`src/rtl/sseg_pkg.sv`:
```
// Shared types, select codes and helpers for the 7-segment display scanner.
package sseg_pkg;

  typedef enum logic [1:0] {
    S_IDLE  = 2'd0,
    S_BLANK = 2'd1,
    S_DRIVE = 2'd2
  } sseg_scan_state_t;

  localparam logic [3:0] SEL_DIGIT0 = 4'b1110;
  localparam logic [3:0] SEL_DIGIT1 = 4'b1101;
  localparam logic [3:0] SEL_DIGIT2 = 4'b1011;
  localparam logic [3:0] SEL_DIGIT3 = 4'b0111;
  localparam logic [3:0] SEL_NONE   = 4'b1111;

  // Active-low one-hot select for a digit index.
  function automatic logic [3:0] sel_of(input logic [1:0] idx);
    case (idx)
      2'd0:    sel_of = SEL_DIGIT0;
      2'd1:    sel_of = SEL_DIGIT1;
      2'd2:    sel_of = SEL_DIGIT2;
      default: sel_of = SEL_DIGIT3;
    endcase
  endfunction

  // Digit k is a leading zero when it and every higher digit are zero.
  // z[j] is set when digit j is zero; digit 0 is always shown.
  function automatic logic lead_zero(input logic [1:0] k, input logic [3:1] z);
    case (k)
      2'd3:    lead_zero = z[3];
      2'd2:    lead_zero = z[3] & z[2];
      2'd1:    lead_zero = &z;
      default: lead_zero = 1'b0;
    endcase
  endfunction

endpackage

```
`src/rtl/sseg_scan_if.sv`:
```
// Digit data in, scan select / anode drive and ticks out.
interface sseg_scan_if;
  logic       en;
  logic [3:0] bcd0;
  logic [3:0] bcd1;
  logic [3:0] bcd2;
  logic [3:0] bcd3;
  logic [3:0] sel;
  logic [3:0] an;
  logic       digit_tick;
  logic       frame_tick;

  modport master (
    output en, bcd0, bcd1, bcd2, bcd3,
    input  sel, an, digit_tick, frame_tick
  );

  modport slave (
    input  en, bcd0, bcd1, bcd2, bcd3,
    output sel, an, digit_tick, frame_tick
  );
endinterface

```
`src/rtl/sseg_slot_timer.sv`:
```
// Per-slot cycle counter. Runs only while the scanner is active and wraps
// every DIGIT_CYCLES; strobes are decoded from the current count.
module sseg_slot_timer #(
  parameter int DIGIT_CYCLES = 100_000,
  parameter int BLANK_CYCLES = 1_000
) (
  input  logic clk,
  input  logic rst_n,
  input  logic en,
  input  logic run,
  output logic slot_start,
  output logic blank_end,
  output logic slot_end
);
  localparam int CNT_W = $clog2(DIGIT_CYCLES);

  logic [CNT_W-1:0] cnt;

  assign slot_start = run && (cnt == '0);
  assign blank_end  = run && (cnt == CNT_W'(BLANK_CYCLES - 1));
  assign slot_end   = run && (cnt == CNT_W'(DIGIT_CYCLES - 1));

  // Count while running, clear when disabled or idle, wrap at slot end.
  always_ff @(posedge clk or negedge rst_n) begin
    if (!rst_n)
      cnt <= '0;
    else if (!en || !run || slot_end)
      cnt <= '0;
    else
      cnt <= cnt + 1'b1;
  end
endmodule

```
`src/rtl/sseg_scan.sv`:
```
// 4-digit 7-segment scanner: rotates the digit select and gates the anodes
// with a dead-time window at the start of each slot.
// Optional leading-zero blanking: define SSEG_LZ_BLANK_EN.
//
// state   | meaning
// S_IDLE  | en low, display dark, select parked on digit 0
// S_BLANK | start of slot, anodes off while the BCD mux settles
// S_DRIVE | remainder of slot, anodes follow sel
module sseg_scan #(
  parameter int DIGIT_CYCLES = 100_000,
  parameter int BLANK_CYCLES = 1_000
) (
  input logic        clk,
  input logic        rst_n,
  sseg_scan_if.slave bus
);
  import sseg_pkg::*;

  sseg_scan_state_t state, state_n;
  logic [1:0]       idx, idx_n;
  logic [3:0]       sel_q, an_q, an_n;
  logic             dtick_q, ftick_q, dtick_n, ftick_n;
  logic             suppress_n;
  logic             blank_end, slot_end, slot_start_unused;

  sseg_slot_timer #(
    .DIGIT_CYCLES(DIGIT_CYCLES),
    .BLANK_CYCLES(BLANK_CYCLES)
  ) u_timer (
    .clk       (clk),
    .rst_n     (rst_n),
    .en        (bus.en),
    .run       (state != S_IDLE),
    .slot_start(slot_start_unused),
    .blank_end (blank_end),
    .slot_end  (slot_end)
  );

  // Next state, digit rotation and tick generation; disable has priority.
  always_comb begin
    state_n = state;
    idx_n   = idx;
    dtick_n = 1'b0;
    ftick_n = 1'b0;
    if (!bus.en) begin
      state_n = S_IDLE;
      idx_n   = 2'd0;
    end else begin
      case (state)
        S_IDLE: begin
          state_n = S_BLANK;
          idx_n   = 2'd0;
          dtick_n = 1'b1;
          ftick_n = 1'b1;
        end
        S_BLANK, S_DRIVE: begin
          if (slot_end) begin
            state_n = S_BLANK;
            idx_n   = idx + 2'd1;
            dtick_n = 1'b1;
            ftick_n = (idx_n == 2'd0);
          end else if (blank_end) begin
            state_n = S_DRIVE;
          end
        end
        default: state_n = S_IDLE;
      endcase
    end
  end

`ifdef SSEG_LZ_BLANK_EN
  logic       suppress;
  logic [3:1] bcd_zero;
  logic       unused_bcd0;

  assign bcd_zero    = {bus.bcd3 == 4'd0, bus.bcd2 == 4'd0, bus.bcd1 == 4'd0};
  assign unused_bcd0 = ^bus.bcd0;

  // Blanking decision is taken once, on the edge that opens a slot.
  always_comb begin
    suppress_n = suppress;
    if (!bus.en || state == S_IDLE)
      suppress_n = 1'b0;
    else if (slot_end)
      suppress_n = lead_zero(idx_n, bcd_zero);
  end

  // Hold the per-slot blanking decision.
  always_ff @(posedge clk or negedge rst_n) begin
    if (!rst_n)
      suppress <= 1'b0;
    else
      suppress <= suppress_n;
  end
`else
  logic unused_bcd;

  assign suppress_n = 1'b0;
  assign unused_bcd = ^{bus.bcd3, bus.bcd2, bus.bcd1, bus.bcd0};
`endif

  // Anodes follow the select only while driving an unsuppressed slot.
  always_comb begin
    an_n = SEL_NONE;
    if (state_n == S_DRIVE && !suppress_n)
      an_n = sel_of(idx_n);
  end

  // State and registered outputs.
  always_ff @(posedge clk or negedge rst_n) begin
    if (!rst_n) begin
      state   <= S_IDLE;
      idx     <= 2'd0;
      sel_q   <= SEL_DIGIT0;
      an_q    <= SEL_NONE;
      dtick_q <= 1'b0;
      ftick_q <= 1'b0;
    end else begin
      state   <= state_n;
      idx     <= idx_n;
      sel_q   <= sel_of(idx_n);
      an_q    <= an_n;
      dtick_q <= dtick_n;
      ftick_q <= ftick_n;
    end
  end

  assign bus.sel        = sel_q;
  assign bus.an         = an_q;
  assign bus.digit_tick = dtick_q;
  assign bus.frame_tick = ftick_q;
endmodule

```
`src/flat_wrapper.sv`:
```
// flat-port wrapper written by rule: the top's interface ports become plain ports
module sseg_scan_flat import sseg_pkg::*;
#(
  parameter int DIGIT_CYCLES = 100_000,
  parameter int BLANK_CYCLES = 1_000
)
  (clk, rst_n, bus_en, bus_bcd0, bus_bcd1, bus_bcd2, bus_bcd3, bus_sel, bus_an, bus_digit_tick, bus_frame_tick);
  sseg_scan_if bus_i ();
  input logic clk;
  input logic rst_n;
  input wire logic [$bits(bus_i.en)-1:0] bus_en;
  input wire logic [$bits(bus_i.bcd0)-1:0] bus_bcd0;
  input wire logic [$bits(bus_i.bcd1)-1:0] bus_bcd1;
  input wire logic [$bits(bus_i.bcd2)-1:0] bus_bcd2;
  input wire logic [$bits(bus_i.bcd3)-1:0] bus_bcd3;
  output wire logic [$bits(bus_i.sel)-1:0] bus_sel;
  output wire logic [$bits(bus_i.an)-1:0] bus_an;
  output wire logic [$bits(bus_i.digit_tick)-1:0] bus_digit_tick;
  output wire logic [$bits(bus_i.frame_tick)-1:0] bus_frame_tick;
  assign bus_i.en = bus_en;
  assign bus_i.bcd0 = bus_bcd0;
  assign bus_i.bcd1 = bus_bcd1;
  assign bus_i.bcd2 = bus_bcd2;
  assign bus_i.bcd3 = bus_bcd3;
  assign bus_sel = bus_i.sel;
  assign bus_an = bus_i.an;
  assign bus_digit_tick = bus_i.digit_tick;
  assign bus_frame_tick = bus_i.frame_tick;
  sseg_scan #(.DIGIT_CYCLES(DIGIT_CYCLES), .BLANK_CYCLES(BLANK_CYCLES)) u_core (.clk(clk), .rst_n(rst_n), .bus(bus_i));
endmodule
```
`config.mk`:
```
export PLATFORM = sky130hd
export DESIGN_NAME = sseg_scan_flat
export DESIGN_NICKNAME = d
export VERILOG_FILES = /design/src/rtl/sseg_pkg.sv /design/src/rtl/sseg_scan_if.sv /design/src/rtl/sseg_slot_timer.sv /design/src/rtl/sseg_scan.sv /design/src/flat_wrapper.sv
export SDC_FILE = /design/constraint.sdc
export NUM_CORES = 1
export LEC_CHECK = 0
export CORE_ASPECT_RATIO = 1.75
export CORE_MARGIN = 5
export CORE_UTILIZATION = 45
export DETAILED_ROUTE_END_ITERATION = 16
export MAX_ROUTING_LAYER = met4
export PLACE_DENSITY_LB_ADDON = 0.08
export SETUP_SLACK_MARGIN = 0.05
export SYNTH_ARGS = -nofsm -noshare
export SYNTH_HDL_FRONTEND = slang
export SYNTH_HIERARCHICAL = 1
export SYNTH_SLANG_ARGS = --single-unit
```
`constraint.sdc`:
```
create_clock -name clk -period 6.85 [get_ports clk]
set_input_delay 1.37 -clock clk [delete_from_list [all_inputs] [get_ports clk]]
set_output_delay 1.37 -clock clk [all_outputs]
set_load 0.005 [all_outputs]
```
# After elaboration in Yosys (flattened, before gate mapping)
# Cells that the tools add are included.
[classes] n_eq_ne=7 muxes=16 n_reduce_logical=11 n_addsub=2
[ops] op="adder 17 x 1 -> 17 bit, second input constant" count=1
[ops] op="equality test 17 x 10 -> 1 bit, second input constant" count=1
[ops] op="equality test 17 bit, second input constant" count=1
[ops] op="2-to-1 mux 17 bit" count=1
[ops] op="one-hot mux 4 bit (3 select lines)" count=1
[ops] op="2-to-1 mux 2 bit" count=5
[ops] op="one-hot mux 2 bit (2 select lines)" count=2
[ops] op="equality test 2 bit, second input constant" count=3
[ops] op="logical NOT 2 bit" count=3
[ops] op="equality test 2 x 1 -> 1 bit, second input constant" count=2
[ops] op="2-to-1 mux 1 bit" count=4
[ops] op="2-to-1 mux 4 bit" count=1
[ops] op="one-hot mux 1 bit (2 select lines)" count=2
[ops] op="adder 2 x 1 -> 2 bit, second input constant" count=1
[ops] op="logical AND 1 bit" count=2
[ops] op="logical NOT 1 bit" count=2
[ops] op="logical OR 1 bit" count=2
[ops] op="nonzero test 2 bit" count=1
[ops] op="OR reduction 2 bit" count=1
[totals] regBits=31 elab_cells=43

# Longest topological paths before layout
[logic_depth] ltp_word=8 depth_mapped=10

# Hierarchy
# The synthesis kept the hierarchy.
[by_module_without_submodules] mod="sseg_slot_timer" n_inst=1 area_each_um2=932.1 seq_area_each_um2=425.4 cells_each=100
[by_module_without_submodules] mod="sseg_scan" n_inst=1 area_each_um2=593.1 seq_area_each_um2=359.1 cells_each=49

# Worst setup path before layout
# OpenSTA, ideal clock, no wires.
[synth_path] path_kind="register to register" from="register u_core.state[0]" to="register u_core.an_q[2] (netlist: u_core/bus.an[2])" stages_incl_launch_ff=11 period_less_slack_ns=2.217 slack_ns=4.633 t_arrival_ns=2.153 path_buffers=0 cell_sequence="dfrtp_1 > inv_1 > ha_1 > inv_1 > nand4_1 > nor4_1 > inv_1 > o2bb2ai_1 > a31oi_2 > inv_2 > nand3_1"
[synth_via] elab_chain_cells=8 word_cells_on_any_way=20 cone_classes="eq/ne: 5; mux: 9; reduce/logical: 6"
[synth_rtl] item="start, declared" line_no="sseg_scan.sv:19" rtl="sseg_scan_state_t state, state_n;"
[synth_rtl] item="start signal, assigned" line_no="sseg_scan.sv:119" rtl="state <= state_n;"
[synth_rtl] item="nonzero test 2 bit *" line_no="sseg_scan.sv:33" rtl=".run (state != S_IDLE),"
[synth_rtl] item="logical AND 1 bit *" line_no="sseg_slot_timer.sv:21" rtl="assign slot_end = run && (cnt == CNT_W'(DIGIT_CYCLES - 1));"
[synth_rtl] item="via u_core.slot_end" line_no="sseg_scan.sv:24" rtl="logic blank_end, slot_end, slot_start_unused;"
[synth_rtl] item="2-to-1 mux 2 bit *" line_no="sseg_scan.sv:57" rtl="if (slot_end) begin"
[synth_rtl] item="one-hot mux 2 bit (2 select lines) *" line_no="sseg_scan.sv:49" rtl="case (state)"
[synth_rtl] item="2-to-1 mux 2 bit *" line_no="sseg_scan.sv:45" rtl="if (!bus.en) begin"
[synth_rtl] item="via u_core.idx_n[1]" line_no="sseg_scan.sv:20" rtl="logic [1:0] idx, idx_n;"
[synth_rtl] item="equality test 2 bit, or another cell as far along" line_no="sseg_pkg.sv:18" rtl="case (idx)"
[synth_rtl] item="one-hot mux 4 bit (3 select lines) *" line_no="sseg_pkg.sv:18"
[synth_rtl] item="2-to-1 mux 4 bit *" line_no="sseg_scan.sv:105" rtl="if (state_n == S_DRIVE && !suppress_n)"
[synth_rtl] item="via u_core.an_n[2]" line_no="sseg_scan.sv:21" rtl="logic [3:0] sel_q, an_q, an_n;"
[synth_rtl] item="end signal, assigned" line_no="sseg_scan.sv:122" rtl="an_q <= an_n;"
[synth_rtl] item="end, declared" line_no="sseg_scan.sv:21"
# Mark *: on every way through the listed nets, which the timed path passes. The rest lies on a longest branch.

# Worst setup path after layout
[layout_path] from="register u_core.state[0]" to="register u_core.an_q[3] (netlist: u_core/bus.an[3])"
# The elaborated chain is that of the path after synthesis.

==> impl_metrics.toml <==
[place]
place_hpwl_um = 2040
gp_congestion = 0.784
port_buffers = 12
dp_slack_ns = 4.02
place_inst = 203

[detailed_routing]
vias_per_cell = 5.10
drcViolationCount = 0
num_vias = 1076
routedWlPerCell_um = 13.0
ant_nets = 0
drt_iter0_markers = 33
finalWirelength_um = 2750
dr.pass1.iters = 5

[clocking]
ctsHoldBuffers = 0
post_cts_buffers = 0
clk_pin_slew_ns = 0.07
post_cts_resized = 0
cts.root.buffer_cell = "clkbuf_8"
clock_path_buffers = 2
cts.sinks = 31
cts_tree = "built"
worstSkewPairLatency_ns = 0.28
cts-htree-levels = 2
numCtsBuffers = 5

[final_layout]
fillCellCount = 309
synthToLayoutAreaGrowth_pct = 18.9
nNetsFinal = 189
layout-drive-gt1-share = 0.157
layout_common_cells = "nor2_1 (24), dfrtp_1 (24), xnor2_1 (13)"
multi_input_area_um2 = 664
layout.cells.non_filler = 211
fin_util = 0.539
regArea_um2 = 785
antenna_cells = 0

[power]
ir_worst_vdd_mv = 0.142
total_power_uw = 392
p_leak_uw = 0.000715
p_per_area_mw_per_mm2 = 218

[floorplanning]
core.rowCount = 28
core_mm2 = 0.00333
die_w_um = 53.8
initial_core_util = 0.454
pin_count = 29
dieArea_mm2 = 0.00466
die_y_um = 86.6

[sta]
finalHoldViolCount = 0
maxSlewViolCount = 0
timing.final.crit_share = 0.393
rsz0062_at_grt = "false"
setup-tns-final_ns = 0
tightest_slew_ns = 0.822
skew_ns = 0.00390
max_freq_mhz = 371
period_needed_ns = 2.69
max_slew_margin = 0.447
finalSetupViolCount = 0
fin_ws_ns = 4.16

[synthesis]
syn-cell-area_mm2 = 0.00151
postSynthCellCount = 147
syn_avg_cell_area_um2 = 10.3
synth_nets = 171
yosysWarningCount = 6

[worst_setup_path]
worstPathRequired_ns = 7.06
crit_fanout = 5
start_kind = "flip-flop"
cp-end-kind = "flip-flop"
critical_path_class = "flip-flop to flip-flop"
cp_data_arrival_time_ns = 2.91

[global_route]
first_global_vias = 1141
grt_use_total = 0.154
grt_pass1_wl_um = 5060
grt_antenna_before_repair = 0
overflow = 0
grt_start_max_net_pins = 32

[run]
drv_cap = 0

[run_status]
status = "finished, final reports clean"

[min_path]
hp-class = "flip-flop to flip-flop"
worst max-delay path: stages (launching register included):
cell	delay, ns
dfrtp_1	0.37
inv_1	0.05
ha_1	0.22
inv_1	0.13
nand4_1	0.22
nor4_1	0.78
inv_1	0.14
o2bb2ai_1	0.18
a31oi_2	0.31
inv_2	0.11
nand3_1	0.10
path summary, 6_finish.rpt:
kind,slack (ns),cells after the start,start,endpoint
worst max-delay path,4.16,10,u_core/state[0],u_core/bus.an[3]
worst min-delay path,0.52,1,u_core/u_timer/cnt[0],u_core/u_timer/cnt[0]
worst max register to register,4.16,10,u_core/state[0],u_core/bus.an[3]
worst min register to register,0.52,1,u_core/u_timer/cnt[0],u_core/u_timer/cnt[0]
max in group asynchronous,5.04,2,rst_n,u_core/bus.sel[1]
min in group asynchronous,1.48,2,rst_n,u_core/bus.digit_tick
state kept, by name, indices dropped and copies added, names as in the netlist:
signal	cells
u_core/bus.an	4
u_core/bus.digit_tick	1
u_core/bus.frame_tick	1
u_core/bus.sel	4
u_core/idx	2
u_core/state	2
u_core/u_timer/cnt	17
final cells by class:
cell class	instances	share of cell area
clock inverter	2	0.0195
sequential	31	0.437
clock buffer	6	0.0460
inverter	12	0.0251
tap	45	0.0314
timing repair buffer	13	0.0711
multi-input combinational	102	0.370
power breakdown:
group / internal (µW) / total, µW / switching [µW]
Sequential: 186 / 187 / 1.69
Combinational: 8.40 / 21.9 / 13.5
Clock: 118 / 183 / 65.4
Total: 312 / 392 / 80.5
routing by layer:
layer | up-vias | global-route usage | wire length (µm)
met4 | 0 | 0.0628 | 53
met3 | 4 | 0.0413 | 98
met2 | 18 | 0.262 | 1520
li1 | 534 | - | -
met5 | - | - | 0
met1 | 520 | 0.161 | 1080
stage by stage:
stage               instance area (µm²)  hold WS [ns]
finish                             1800         0.520
CTS                                1800         0.524
global route                       1800         0.560
detailed placement                 1680         0.512
floorplan                          1510         0.468
global placement                   1680         0.497
(Power assumes the default switching activity.)
